## config.mk

```make
export PLATFORM = sky130hd
export DESIGN_NAME = regfile_wb_arbiter
export DESIGN_NICKNAME = d
export VERILOG_FILES = /design/src/rtl/mips_wb_pkg.sv /design/src/rtl/wb_scoreboard.sv /design/src/rtl/regfile_wb_arbiter.sv
export SDC_FILE = /design/constraint.sdc
export NUM_CORES = 1
export LEC_CHECK = 0
export CELL_PAD_IN_SITES_DETAIL_PLACEMENT = 1
export CELL_PAD_IN_SITES_GLOBAL_PLACEMENT = 2
export CORE_MARGIN = 4
export CORE_UTILIZATION = 40
export DETAILED_ROUTE_END_ITERATION = 10
export DONT_BUFFER_PORTS = 1
export PLACE_DENSITY_LB_ADDON = 0.3
export SYNTH_ARGS = -nofsm -noshare
export SYNTH_HDL_FRONTEND = slang
export SYNTH_SLANG_ARGS = --single-unit
```

## constraint.sdc

```tcl
create_clock -name clk -period 6.55 [get_ports clk]
set_input_delay 1.31 -clock clk [delete_from_list [all_inputs] [get_ports clk]]
set_output_delay 1.31 -clock clk [all_outputs]
set_load 0.005 [all_outputs]
```

## src/rtl/mips_wb_pkg.sv

```systemverilog
// Shared writeback types and constants for the register-file write-port arbiter.
package mips_wb_pkg;

  localparam int REG_ADDR_W = 5;
  localparam int DATA_W     = 32;

  typedef struct packed {
    logic [REG_ADDR_W-1:0] addr;
    logic [DATA_W-1:0]     data;
  } wb_req_t;

  localparam logic [REG_ADDR_W-1:0] REG_ZERO = 5'd0;

endpackage

```

## src/rtl/wb_scoreboard.sv

```systemverilog
// Per-register scoreboard of outstanding long-latency writes with sticky protocol-error detection.
module wb_scoreboard
  import mips_wb_pkg::*;
(
  input  logic                  clk,
  input  logic                  reset,
  input  logic                  rsv_valid,
  input  logic [REG_ADDR_W-1:0] rsv_addr,
  input  logic                  clr_valid,
  input  logic [REG_ADDR_W-1:0] clr_addr,
  output logic [31:0]           busy,
  output logic                  err
);

  logic        set_hit;
  logic        clr_hit;
  logic [31:0] busy_nxt;
  logic        err_nxt;

  always_comb begin
    set_hit  = rsv_valid && (rsv_addr != REG_ZERO);
    clr_hit  = clr_valid && (clr_addr != REG_ZERO);
    busy_nxt = busy;
    // Set is applied after clear: a fresh reservation supersedes the retiring one.
    if (clr_hit) busy_nxt[clr_addr] = 1'b0;
    if (set_hit) busy_nxt[rsv_addr] = 1'b1;
    err_nxt = err
            | (set_hit && busy[rsv_addr] && !(clr_hit && (clr_addr == rsv_addr)))
            | (clr_hit && !busy[clr_addr]);
  end

  always_ff @(posedge clk or posedge reset) begin
    if (reset) begin
      busy <= '0;
      err  <= 1'b0;
    end else begin
      busy <= busy_nxt;
      err  <= err_nxt;
    end
  end

endmodule

```

## src/rtl/regfile_wb_arbiter.sv

```systemverilog
// Arbitrates the register-file write port between source A (priority) and source B
// (starvation-guarded), registers the winning write and tracks outstanding B writes.
module regfile_wb_arbiter
  import mips_wb_pkg::*;
#(
  parameter int unsigned STARVE_LIMIT = 3
) (
  input  logic                  clk,
  input  logic                  reset,
  input  logic                  a_valid,
  output logic                  a_ready,
  input  logic [REG_ADDR_W-1:0] a_addr,
  input  logic [DATA_W-1:0]     a_data,
  input  logic                  b_valid,
  output logic                  b_ready,
  input  logic [REG_ADDR_W-1:0] b_addr,
  input  logic [DATA_W-1:0]     b_data,
  input  logic                  rsv_valid,
  input  logic [REG_ADDR_W-1:0] rsv_addr,
  output logic [31:0]           busy,
  output logic                  wr_en,
  output logic [REG_ADDR_W-1:0] wr_addr,
  output logic [DATA_W-1:0]     wr_data,
  output logic                  err
);

  localparam logic [3:0] STARVE_MAX = 4'(STARVE_LIMIT);

  logic [3:0] starve;
  logic       grant_a;
  logic       grant_b;
  logic       a_xfer;
  logic       b_xfer;
  wb_req_t    win;

  // Ready is held low while reset is asserted, independent of the clock.
  always_comb begin
    grant_a = 1'b0;
    grant_b = 1'b0;
    if (!reset) begin
      if (b_valid && (starve == STARVE_MAX)) grant_b = 1'b1;
      else if (a_valid)                      grant_a = 1'b1;
      else if (b_valid)                      grant_b = 1'b1;
    end
  end

  assign a_ready = grant_a;
  assign b_ready = grant_b;
  assign a_xfer  = a_valid && grant_a;
  assign b_xfer  = b_valid && grant_b;

  always_comb begin
    win = '{addr: a_addr, data: a_data};
    if (grant_b) win = '{addr: b_addr, data: b_data};
  end

  always_ff @(posedge clk or posedge reset) begin
    if (reset) begin
      starve <= '0;
    end else if (!b_valid || b_xfer) begin
      starve <= '0;
    end else if (starve != STARVE_MAX) begin
      starve <= starve + 4'd1;
    end
  end

  // Writes to register 0 are consumed but never reach the register file.
  always_ff @(posedge clk or posedge reset) begin
    if (reset) begin
      wr_en   <= 1'b0;
      wr_addr <= '0;
      wr_data <= '0;
    end else begin
      wr_en <= (a_xfer || b_xfer) && (win.addr != REG_ZERO);
      if (a_xfer || b_xfer) begin
        wr_addr <= win.addr;
        wr_data <= win.data;
      end
    end
  end

  wb_scoreboard u_scoreboard (
    .clk       (clk),
    .reset     (reset),
    .rsv_valid (rsv_valid),
    .rsv_addr  (rsv_addr),
    .clr_valid (b_xfer),
    .clr_addr  (b_addr),
    .busy      (busy),
    .err       (err)
  );

endmodule

```

# Yosys cells after proc, flatten, opt, wreduce, memory -nomap -nowiden
# Index checks and enable logic that the tools add are counted.
# W data, S select, Z words.
[totals] register_bits=75 elab_cells=60
[classes] n_addsub=1 magnitude_cmp=4 eq_ne=3 muxes=20 bitwise_logic=5 n_reduce_logical=21
[op_table] op="$mux W32" count=2
[op_table] op="$mux W37" count=1
[op_table] op="$and A32 B32 Y32" count=1
[op_table] op="$not A32 Y32" count=1
[op_table] op="$or A32 B32 Y32" count=1
[op_table] op="$reduce_bool A5 Y1" count=3
[op_table] op="$logic_and A1 B1 Y1" count=12
[op_table] op="$lt A5 B6 Y1 const B" count=2
[op_table] op="$mux W1" count=11
[op_table] op="$bmux W1 S5" count=2
[op_table] op="$demux W1 S5" count=2
[op_table] op="$ge A5 B1 Y1 const B" count=2
[op_table] op="$mux W4" count=2
[op_table] op="$eq A5 B5 Y1" count=1
[op_table] op="$add A4 B1 Y4 const B" count=1
[op_table] op="$eq A4 B2 Y1 const B" count=1
[op_table] op="$ne A4 B2 Y1 const B" count=1
[op_table] op="$logic_not A1 Y1" count=3
[op_table] op="$logic_or A1 B1 Y1" count=2
[op_table] op="$or A1 B1 Y1" count=2
[op_table] op="$reduce_bool A2 Y1" count=1

# Longest topological paths before layout
[depth] ltp_word=11 ltp_mapped=8

# Hierarchy
# A second synthesis with hierarchy kept.
[hier_totals] hier_cells=368 hier_area_um2=4033.9
[modules_own_cells] module="wb_scoreboard" instances=1 cells_per_inst=204 area_each_um2=2020.7 seq_area_each_um2=825.8
[modules_own_cells] module="regfile_wb_arbiter" instances=1 cells_per_inst=164 area_each_um2=2013.2 seq_area_each_um2=1051.0

# Worst setup path before layout
# No wires, ideal clock.
[synth_path] path_type="input to output" start="in b_valid" end="out a_ready" arrival_ps=2280 required_ps=5240 setup_slack_ps=2960 cell_stages=5 cell_sequence="inv_1 -> nor2_1 -> nor3b_1 -> buf_2 -> buf_2"
[synth_between] elab_chain_cells=3
[synth_rtl] item="from (decl)" line="regfile_wb_arbiter.sv:14" source="input logic b_valid,"
[synth_rtl] item="$logic_and A1 B1 Y1" line="regfile_wb_arbiter.sv:41" source="if (b_valid && (starve == STARVE_MAX)) grant_b = 1'b1;"
[synth_rtl] item="$mux W1" line="regfile_wb_arbiter.sv:41"
[synth_rtl] item="$mux W1" line="regfile_wb_arbiter.sv:40" source="if (!reset) begin"
[synth_rtl] item="to (decl)" line="regfile_wb_arbiter.sv:11" source="output logic a_ready,"
# Every way passes these cells.

# Final worst setup path
# Same ends and word-level chain as after synthesis.

==> results by group <==
Power and ir drop
  – IR drop worst, VDD: 0.0902 mV
  – Logic pwr share: 16.1%
  – Internal: around 800 uW
  – Leakage: between 0.0015 and 0.002 uW
  – Power Dens Cells: about 280 nW/um^2
  – Pwr Total: 1180 uW
  – Clk pwr share: 28.7%
  – Switching Power: 363 uW
  – Seq pwr share: about 55%
  – Switching Share: 30.9%

Route
  – Routed Antenna Nets: 0
  – Violation count after the first detailed-routing iteration: between 100 and 150
  – Post-detailed-route wirelength per cell: approximately 23 um
  – DR DRC count: 0
  – Total number of vias: 3174
  – Vias per cell: 5.97
  – Initial DRT Pass Iterations: 4
  – Routed WL: 12100 um

GRT
  – GRT Util Overall: 21.5%
  – Initial antenna violation count: 0
  – Vias in the first global route: 3452
  – Global-route wire length before repair: roughly 19000 um
  – Pin count of the biggest net entering global routing: 69
  – Overflow left after global routing: 0

Finish
  – Multi-input logic area: around 2000 sq um
  – # fillers: 1109
  – Final Non-Filler Cells: 532
  – Core Util, Final: 43.7%
  – Layout net count: 480
  – Sequential Area: 1880 sq um
  – Ant diodes: 0
  – Area added between synthesis and finish: 6.10%
  – Share of cells above drive strength 1: 6.77%

Clocking
  – CTS tree: yes
  – Maximum clock path buffer count: 2
  – Setup bufs post-CTS: 0
  – Clock Root Buffer: clkbuf_8
  – Clock-pin slew on the worst setup and hold paths: roughly 0.080 ns
  – Total CTS buffers: 9
  – Clock sink total: 75
  – # H-tree levels: 3
  – Clk_lat worst skew: 0.35 ns
  – PostCTS Resize Cnt: 0
  – Post-CTS Hold Buffers: 0

Timing
  – Min Tclk post-route: around 3.6 ns
  – Slew @ Worst Pin: 0.863 ns
  – Final Slew Violations: 0
  – Final TNS setup: 0 ns
  – Relative slew slack: 42.4%
  – Final Setup Violations: 0
  – Setup Skew: 0.00800 ns
  – Final hold vios: 0
  – RSZ-0062 raised after global routing: no
  – Final Cycle Share: 54.7%
  – F_max: between 200 and 300 MHz
  – Worst hold-check slack: 0.486 ns

Logic synthesis
  – Primary FF master, synth: dfrtp_1
  – Post-synth ARST share: 100%
  – Synth cell types: 38
  – Mapped Nets: 494
  – Cell taking the most area after synthesis: dfrtp_1
  – Synth cell count leaders: o21ai_0 (101), dfrtp_1 (75), mux2i_1 (64), nand2_1 (45), clkbuf_1 (15)
  – Syn Inst Count: between 400 and 500
  – Number of warnings issued by yosys: 0
  – Flop and latch count out of synthesis: 75
  – Most numerous cell in the Yosys netlist: o21ai_0
  – EDFF count, synth: 0
  – Synth Cell Area: 4020 sq um
  – Seq/Total Area, Yosys: 46.7%
  – Mean Syn Cell Area: 9.84 sq um
  – Synth top area cells: dfrtp_1 (47%), mux2i_1 (16%), o21ai_0 (13%), nand2_1 (4.2%), nand3b_1 (2.6%)
  – Post-synth top area share: 46.7%

Floorplanning
  – Num ports: 157
  – Starting density of the core: 41.2%
  – Die X: approximately 110 um
  – Die height: 108 um
  – Total Die Area: 11700 sq um
  – Core Area: 9770 sq um
  – Num rows: 36

Run
  – Maxcap violations: 0

Critical path
  – Worst Path Required: 5.24 ns
  – Worst reg2reg setup slack: ~4.0 ns
  – Crit Path Class: in -> out
  – Largest fanout on the critical path: 39
  – Worst Setup Start Kind: input port
  – Worst EP arrival: about 2.3 ns
  – Crit. End Element: primary output

Place
  – PortBufs: 0
  – GP Congestion: roughly 0.84
  – DP Wirelength: 8660 um
  – Dpl cells: 517

Worst hold path
  – Min-Delay Path Class: reg -> reg

Status
  – Outcome: completed
[cells by family (layout without fill, tap and decap cells)]
kind of cell	count (synthesis)	in the layout	share of synthesized area, %
buf+inv	33	23	3.64
mux	67	67	17.6
xor+xnor	7	7	1.52
compound gates	123	123	17.1
simple gates	103	103	13.1
fa+ha+maj	1	1	0.311
flops	75	75	46.7
[worst max-delay path, stage by stage]
cell and delay [ns]:
inv_1 0.10, nor2_1 0.10, nor3b_2 0.18, buf_4 0.56
[layer usage]
| layer | part of all wire [%] | track usage, % | vias to the layer above | wire length [um] |
|---|---|---|---|---|
| li1 | - | - | 1448 | - |
| met1 | 42 | 26.8 | 1582 | 5020 |
| met2 | 47 | 34.0 | 126 | 5670 |
| met3 | 9.2 | 7.22 | 18 | 1110 |
| met4 | 2.1 | 9.11 | 0 | 254 |
| met5 | 0 | 0 | - | 0 |
[state kept, by name, summed over array words and instances (netlist names)]
register           flops
starve                 4
u_scoreboard.busy     32
u_scoreboard.err       1
wr_addr                5
wr_data               32
wr_en                  1
[final cells by class]
cell class / instances / area share, %
clock buffer: 12 / 3.17
clock inverter: 3 / 0.938
inverter: 4 / 0.352
multi-input combinational: 301 / 47.0
sequential: 75 / 44.0
tap: 133 / 3.90
timing repair buffer: 4 / 0.704
[power by group through the flow]
stage,logic (uW),clock network (uW),registers [uW]
after global placement,186,0,657
after floorplan,165,0,624
final,190,338,649
after global routing,221,369,665
after detailed placement,194,0,659
after CTS,193,351,652
[layout by cell type (no fill, tap or decap), types with 4 or more instances in the layout]
cell / count
o21ai_0: 101
buf_4: 4
nand2_1: 45
nor2_1: 7
nand3_1: 13
dfrtp_1: 75
xnor2_1: 6
nand2b_1: 4
clkbuf_8: 9
or3_1: 5
nand3b_1: 14
nor3_1: 4
mux2i_1: 64
o221ai_1: 4
o22ai_1: 6
[final timing paths]
check                                     start               endpoint  cells past startpoint
max                                     b_valid                a_ready                      4
min                        u_scoreboard.busy[0]   u_scoreboard.busy[0]                      0
max reg2reg                           starve[0]       u_scoreboard.err                      7
min reg2reg                u_scoreboard.busy[0]   u_scoreboard.busy[0]                      0
max in group asynchronous                 reset  u_scoreboard.busy[11]                      2
min in group asynchronous                 reset            wr_data[14]                      1
[metrics by stage]
step                instance area [sq um]  setup WS, ns
floorplan                            4020          2.96
global placement                     4090          3.03
detailed placement                   4090          2.94
CTS                                  4270          2.94
global route                         4270          2.84
finish                               4270          2.96
No activity file was read; power rests on OpenSTA's default activity.
